===== src/rtl/lse_accumulator_pkg.sv =====
// Shared constants and the log-sum-exp correction table for lse_accumulator.
// Provides the default sizes, the FSM state type and lse_corr().
package lse_accumulator_pkg;

    localparam int N_IN_DEF   = 10;
    localparam int DATA_W_DEF = 8;
    localparam int SUM_W_DEF  = 9;
    localparam int FRAC_BITS  = 2;

    typedef enum logic {
        ACCUM = 1'b0,
        DONE  = 1'b1
    } lse_state_t;

    // Correction in LSBs for log2(1+2^-d) with d in quarter steps.
    function automatic logic [2:0] lse_corr(input logic [31:0] d);
        logic [2:0] c;
        unique case (1'b1)
            (d == 32'd0):                 c = 3'd4;
            (d >= 32'd1 && d <= 32'd2):   c = 3'd3;
            (d >= 32'd3 && d <= 32'd6):   c = 3'd2;
            (d >= 32'd7 && d <= 32'd13):  c = 3'd1;
            default:                      c = 3'd0;
        endcase
        return c;
    endfunction

endpackage


===== src/rtl/lse_accumulator_pair.sv =====
// One log-sum-exp fold step: sum = max(acc,x) + corr(|acc-x|), saturating.
// Ports: acc (running value), x (new score), first (start of vector), sum.
module lse_pair
    import lse_accumulator_pkg::*;
#(
    parameter int DATA_W = DATA_W_DEF,
    parameter int SUM_W  = SUM_W_DEF
) (
    input  logic [SUM_W-1:0]  acc,
    input  logic [DATA_W-1:0] x,
    input  logic              first,
    output logic [SUM_W-1:0]  sum
);

    logic [SUM_W-1:0] xe;
    logic [SUM_W-1:0] mx;
    logic [SUM_W-1:0] d;
    logic [SUM_W:0]   s;

    always_comb begin
        xe = SUM_W'(x);
        if (acc >= xe) begin
            mx = acc;
            d  = acc - xe;
        end else begin
            mx = xe;
            d  = xe - acc;
        end
        s = {1'b0, mx} + (SUM_W+1)'(lse_corr(32'(d)));
        if (first) begin
            sum = xe;
        end else if (s[SUM_W]) begin
            sum = '1;
        end else begin
            sum = s[SUM_W-1:0];
        end
    end

endmodule


===== src/rtl/lse_accumulator.sv =====
// Serial log-sum-exp accumulator: folds N_IN scores, then holds result+scores.
// Ports: clk, rst, in_valid/in_ready/in_data, out_valid/out_ready, exp_sum, x_flat.
module lse_accumulator
    import lse_accumulator_pkg::*;
#(
    parameter int N_IN   = N_IN_DEF,
    parameter int DATA_W = DATA_W_DEF,
    parameter int SUM_W  = SUM_W_DEF
) (
    input  logic                   clk,
    input  logic                   rst,
    input  logic                   in_valid,
    output logic                   in_ready,
    input  logic [DATA_W-1:0]      in_data,
    output logic                   out_valid,
    input  logic                   out_ready,
    output logic [SUM_W-1:0]       exp_sum,
    output logic [N_IN*DATA_W-1:0] x_flat
);

    localparam int CW = (N_IN > 1) ? $clog2(N_IN) : 1;

    lse_state_t        state_q;
    lse_state_t        state_d;
    logic [CW-1:0]     count_q;
    logic [SUM_W-1:0]  acc_q;
    logic [SUM_W-1:0]  acc_next;
    logic [DATA_W-1:0] slots [N_IN];
    logic              hs;
    logic              last;

    assign hs   = in_valid & in_ready;
    assign last = (count_q == CW'(N_IN - 1));

    always_ff @(posedge clk) begin
        if (rst) begin
            state_q <= ACCUM;
        end else begin
            state_q <= state_d;
        end
    end

    always_comb begin
        state_d = state_q;
        unique case (state_q)
            ACCUM:   if (hs && last) state_d = DONE;
            DONE:    if (out_ready) state_d = ACCUM;
            default: state_d = ACCUM;
        endcase
    end

    always_comb begin
        in_ready  = (state_q == ACCUM);
        out_valid = (state_q == DONE);
    end

    lse_pair #(
        .DATA_W (DATA_W),
        .SUM_W  (SUM_W)
    ) u_pair (
        .acc   (acc_q),
        .x     (in_data),
        .first (count_q == '0),
        .sum   (acc_next)
    );

    always_ff @(posedge clk) begin
        if (rst) begin
            count_q <= '0;
            acc_q   <= '0;
        end else if (hs) begin
            count_q <= last ? '0 : count_q + 1'b1;
            acc_q   <= acc_next;
        end
    end

    always_ff @(posedge clk) begin
        for (int i = 0; i < N_IN; i++) begin
            if (rst) begin
                slots[i] <= '0;
            end else if (hs && count_q == CW'(i)) begin
                slots[i] <= in_data;
            end
        end
    end

    // The accumulator is frozen in DONE, so it doubles as the result register.
    assign exp_sum = acc_q;

    for (genvar g = 0; g < N_IN; g++) begin : g_pack
        assign x_flat[g*DATA_W +: DATA_W] = slots[g];
    end

endmodule


===== config.mk =====
export PLATFORM = sky130hd
export DESIGN_NAME = lse_accumulator
export DESIGN_NICKNAME = d
export VERILOG_FILES = /design/src/rtl/lse_accumulator_pkg.sv /design/src/rtl/lse_accumulator_pair.sv /design/src/rtl/lse_accumulator.sv
export SDC_FILE = /design/constraint.sdc
export NUM_CORES = 1
export LEC_CHECK = 0
export BUFFER_PORTS_ARGS = -buffer_cell sky130_fd_sc_hd__buf_2
export CAP_MARGIN = 20
export CORE_MARGIN = 1.5
export CORE_UTILIZATION = 50
export CTS_BUF_LIST = sky130_fd_sc_hd__clkbuf_16
export DETAILED_ROUTE_END_ITERATION = 10
export GPL_TIMING_DRIVEN = 0
export PLACE_DENSITY_LB_ADDON = 0.1
export SLEW_MARGIN = 20
export SYNTH_ARGS = -nofsm -noshare
export SYNTH_HDL_FRONTEND = slang
export SYNTH_SLANG_ARGS = --single-unit

===== constraint.sdc =====
create_clock -name clk -period 4.82 [get_ports clk]
set_clock_uncertainty 0.1 [all_clocks]
set_input_delay 0.482 -clock clk [delete_from_list [all_inputs] [get_ports clk]]
set_output_delay 0.482 -clock clk [all_outputs]
set_load 0.005 [all_outputs]

Yosys cells after proc, flatten, opt, wreduce, memory -nomap -nowiden
Memories as Yosys holds them, arrays and structs flattened.
Index checks and enable logic that the tools add are counted.
- add/subtract/negate cells: 4
- order comparisons: 7
- equal/unequal tests: 9
- mux-type cells: 50
- bitwise logic cells: 12
- reductions and logical operators: 15
- operators by type and width (kind ; number):
    8-bit 2-to-1 mux ; 10
    9-bit 2-to-1 mux ; 4
    1-bit 2-to-1 mux ; 33
    4-bit by 3-bit equality test with 1-bit output (second input constant) ; 4
    1-bit logical AND ; 13
    3-bit one-hot mux with 4 select lines ; 1
    9-bit by 3-bit adder with 10-bit output ; 1
    1-bit bitwise OR ; 10
    9-bit by 1-bit >= comparator with 1-bit output (second input constant) ; 1
    9-bit by 2-bit >= comparator with 1-bit output (second input constant) ; 1
    9-bit by 3-bit >= comparator with 1-bit output (second input constant) ; 1
    9-bit by 8-bit >= comparator with 1-bit output ; 1
    9-bit by 2-bit less-or-equal comparator with 1-bit output (second input constant) ; 1
    9-bit by 3-bit less-or-equal comparator with 1-bit output (second input constant) ; 1
    9-bit by 4-bit less-or-equal comparator with 1-bit output (second input constant) ; 1
    9-bit zero test ; 1
    8-bit by 9-bit subtractor with 9-bit output ; 1
    9-bit by 8-bit subtractor with 9-bit output ; 1
    4-bit by 2-bit equality test with 1-bit output (second input constant) ; 2
    4-bit equality test (second input constant) ; 2
    4-bit by 1-bit adder with 4-bit output (second input constant) ; 1
    4-bit by 1-bit equality test with 1-bit output (second input constant) ; 1
    4-bit zero test ; 1
    4-bit 2-to-1 mux ; 1
    other kinds (3) ; 3
- bits in registers: 14
- bits in writable memories: 80
- bits of input ports: 12
- output and inout bits: 91
- memories: 1
- memory list (memory ; depth ; width ; read ports ; clocked after Yosys merged registers in ; write ports ; RTL line ; text):
    slots ; 10 ; 8 ; 10 ; 0 ; 10 ; lse_accumulator.sv:28 ; logic [DATA_W-1:0] slots [N_IN];

Depth between registers and ports, before layout
- depth after elaboration: 8
- gate-level depth with buffers: 23

By module
From an unflattened synthesis, not the netlist that was laid out.
- cells, all modules: 487
- area, all modules: 5134.9 sq um
- by module, submodules not included (module ; times used ; cells each ; area an instance (sq um)):
    lse_accumulator ; 1 ; 275 ; 3654.8
    lse_pair ; 1 ; 212 ; 1480.2

Worst setup path after synthesis
No wires, ideal clock.
- path type: input to register
- start point: input port in_data[6]
- end point: register acc_q[4] (netlist: exp_sum[4])
- library setup time: 0.132 ns
- arrival time: 4.058 ns
- required time: 4.588 ns
- slack: 0.529 ns
- stages on the path: 20
- cell sequence: inv_1 > clkbuf_1 > ha_1 > buf_4 > nand3_2 > nand3_2 > nor2_8 > mux2_2 > a31oi_1 > xor2_1 > a2111oi_2 > ha_1 > fa_1 > a21o_1 > nand2_1 > xnor2_1 > mux2i_1 > nand2_1 > o221ai_1 > a21oi_1
- word-level cells in the longest chain between the ends: 8
- elaborated cells on any way between the ends: 19
- RTL lines (item ; RTL line ; text):
    start, declared ; lse_accumulator.sv:14 ; input logic [DATA_W-1:0] in_data,
    8-bit by 9-bit subtractor with 9-bit output, or another cell as far along ; lse_accumulator_pair.sv:27 ; d = xe - acc;
    9-bit 2-to-1 mux ; lse_accumulator_pair.sv:22 ; if (acc >= xe) begin
    9-bit by 3-bit >= comparator with 1-bit output, or another cell as far along ; lse_accumulator_pkg.sv:22 ; (d >= 32'd7 && d <= 32'd13): c = 3'd1;
    1-bit logical AND, on equally long branches ; lse_accumulator_pkg.sv:22, lse_accumulator_pkg.sv:20, lse_accumulator_pkg.sv:21 ;
    3-bit one-hot mux with 4 select lines ; lse_accumulator_pkg.sv:18 ; unique case (1'b1)
    9-bit by 3-bit adder with 10-bit output (*) ; lse_accumulator_pair.sv:29 ; s = {1'b0, mx} + (SUM_W+1)'(lse_corr(32'(d)));
    9-bit 2-to-1 mux (*) ; lse_accumulator_pair.sv:32 ; end else if (s[SUM_W]) begin
    9-bit 2-to-1 mux (*) ; lse_accumulator_pair.sv:30 ; if (first) begin
    end signal, assigned ; lse_accumulator.sv:73 ; acc_q <= acc_next;
    end, declared ; lse_accumulator.sv:26 ; logic [SUM_W-1:0] acc_q;
Mark *: on every way between the ends. The rest lies on a longest branch, timed or not.
A chain may end at the register's enable or synchronous reset.

Worst setup path in the final report
- start point: input port in_data[5]
- end point: register acc_q[2] (netlist: exp_sum[2])
Same word-level chain as after synthesis.

==> impl_metrics.toml <==
[run_status]
status = "finished clean"

[layout]
layoutNonFillerInstCount = 711
fillers = 860
syn_to_final_growth_pct = 19.5
multi_input_area_um2 = 2140
drive_above_1_share_pct = 28.4
ff_latch_area_um2 = 2680
antenna_cells = 0
final_cell_mix = "buf_2 (102), edfxtp_1 (80), nor3_1 (64)"
final_core_util_pct = 61.7
final_nets = 607
layout_commonest_cell = "buf_2"

[synth]
synthesis.nets = 494
synth_flop_cell = "edfxtp_1"
ys_ff_latch = 94
synthCells = 460
synth_edf_count = 80
yosysWarnings = 0
syn-cell-area_um2 = 5070
yosysUniqueCellTypes = 62
syn_area_per_cell_um2 = 11.0
seq_area_frac_synth_pct = 53.0
ys_async_sr_fraction_pct = 0

[critical_path]
cpPeakStageDelay_ns = 0.49
reg2reg_slack_ns = 0.35
crit_buf_inv = 4
crit_path_end_kind = "flop"
crit_chain = "buf_2 -> inv_1 -> clkbuf_2 -> ha_2 -> nand3_2 -> nor2_2 -> a21oi_1 -> buf_4 -> and3_1 -> o21ai_0 -> nor4b_4 -> nand4_1 -> nor4b_2 -> ha_1 -> a21o_1 -> a21o_1 -> o21ai_1 -> nor2_2 -> o21ai_0 -> a21oi_1"
r2r-start = "exp_sum[4]"
timing.rr.end = "exp_sum[2]"
r2r_cells = 16
crit_required_ns = 4.93
start_kind = "primary input"
crit_type = "primary input to flop"
crit_fanout = 10
crit_arrival_ns = 4.66
crit_family = "simple AND/OR/NAND/NOR gates"
crit_slowest_cell = "ha_2"

[clocking]
path_clk_slew_ns = 0.07
cts_buffers = 9
root_buffer = "clkbuf_16"
insertion_delay_ns = 0.34
cts-htree-levels = 3
cts.path.max_buffers = 2
clock_sinks = 94
cts-hold-fix-buffers = 0
cts_tree = "yes"

[min_path]
min_path_type = "primary input to flop"
hold_end = "out_valid"
min_path_cells = 3
hold_start = "out_ready"

[die]
die-area_um2 = 10700
rows = 36
dieHeight_um = 104
io-pin-count = 103
die_w_um = 104
coreArea_um2 = 9820
initial_core_util_pct = 51.6

[route]
vias = 4030
first_pass_iters = 5
wl_per_cell_um = 17.8
drtIter0Drc = 273
drcViolationCount = 0
routed_via_density = 5.67
antenna_left = 0
wirelength_mm = 12.6

[global_routing]
first_global_vias = 3729
grt_max_degree = 19
gr-usage-met3_pct = 4.53
use_met1_pct = 34.2
grt.total_usage_pct = 23.9
grt_first_pass_wirelength_mm = 20.1
antenna_found_initial = 0
use_met2_pct = 37.9
grt_busiest_layer = "met2"
grt.overflow.total = 0

[sta]
worst_pin_slew_ns = 0.858
setup_tns_ns = 0
finalCritPeriodShare_pct = 94.5
setup_viol = 0
fin_crit_ns = 4.55
hold_viol_final = 0
slew_headroom_pct = 42.3
rsz0062_at_grt = "false"
drv_slew = 0
fmax_mhz = 220

[power]
ir_worst_vdd_uv = 200
p_per_area_nw_per_um2 = 337
p_leak_nw = 2.45

[place]
place.gp.congestion = 0.858
port_buffers = 101
hpwl_mm = 8.92
dp.cells = 694

[job]
drv_cap = 0
==> report_power, final <==
| part | internal, W | leakage, nW | switching, W | total, W |
|---|---|---|---|---|
| registers | 0.000921 | 0.946 | 0.0000221 | 0.000943 |
| clock network | 0.000362 | 0.139 | 0.000329 | 0.000691 |
| logic | 0.000163 | 1.36 | 0.000243 | 0.000405 |
==> layer usage <==
layer / up-vias / share of wire [%]
met4: 0 / 1.4
met1: 1920 / 45
li1: 1935 / -
met5: - / 0
met2: 161 / 47
met3: 14 / 6.4
==> worst min-delay path, cell delays in order <==
cell and delay (ns):
buf_2 0.07, or3_1 0.10, o31ai_1 0.06
==> cell usage after synthesis, drive strengths merged, types with 6 or more instances <==
master  number  area share, %
a21o        17            2.7
a21oi       26            2.6
a22oi       10            1.7
and2        11            1.4
buf          8            1.4
clkbuf      28            2.1
dfxtp       14            5.5
edfxtp      80             47
ha          19            4.7
inv         19            1.4
nand2       25            1.9
nand2b       6           0.89
nand3       13            1.6
nor2        17            1.6
nor3        65            6.6
nor4        19            2.3
o21ai       21            2.1
xnor2       10            1.7
==> how the worst max path moves through the flow <==
stage | slack [ns] | startpoint | end | depth (start not counted)
after floorplan | 0.53 | in_data[6] | exp_sum[4] | 20
after global placement | -0.46 | in_data[6] | exp_sum[2] | 19
after detailed placement | -0.50 | in_data[6] | exp_sum[2] | 19
after CTS | 0.09 | in_data[3] | exp_sum[2] | 20
after global routing | 0.002 | in_data[5] | exp_sum[2] | 20
final | 0.27 | in_data[5] | exp_sum[2] | 20
==> timing repair <==
action                                  in CTS  in global routing
gates cloned                                 0                  0
endpoints found under the setup margin       9                  9
setup buffers                                0                  3
gates resized for setup                      1                  3
==> stage by stage <==
stage / setup slack [ns] / hold WS, ns / total power [W] / instance area, um2
after global placement: -0.461 / 0.462 / 0.00135 / 5740
after global routing: 0.00245 / 0.352 / 0.00212 / 6060
final: 0.266 / 0.331 / 0.00204 / 6060
after CTS: 0.0882 / 0.326 / 0.00204 / 6030
after detailed placement: -0.503 / 0.458 / 0.00136 / 5740
after floorplan: 0.529 / 0.427 / 0.00124 / 5070
==> registers in the layout (all words and copies together) (netlist names) <==
signal,cells
slots,80
exp_sum,9
count_q,4
out_valid,1
==> area by class of cell <==
| type | count | area share (%) |
|---|---|---|
| sequential | 94 | 44.3 |
| multi-input combinational | 311 | 35.3 |
| timing repair buffer | 104 | 8.72 |
| clock buffer | 9 | 3.72 |
| buffer | 34 | 2.83 |
| tap | 133 | 2.75 |
| inverter | 19 | 1.24 |
| clock inverter | 7 | 1.12 |
==> cell families (layout without fill, tap and decap cells) <==
logic type / count (synthesis) / after routing / synth area share [%]
xor+xnor: 14 / 14 / 2.42
compound gates: 96 / 96 / 13.0
flops: 94 / 94 / 53.0
buf+inv: 55 / 173 / 4.91
mux: 4 / 4 / 0.840
fa+ha+maj: 22 / 22 / 5.88
simple gates: 175 / 175 / 20.0
Note: power is estimated with default switching activity, not from simulation.
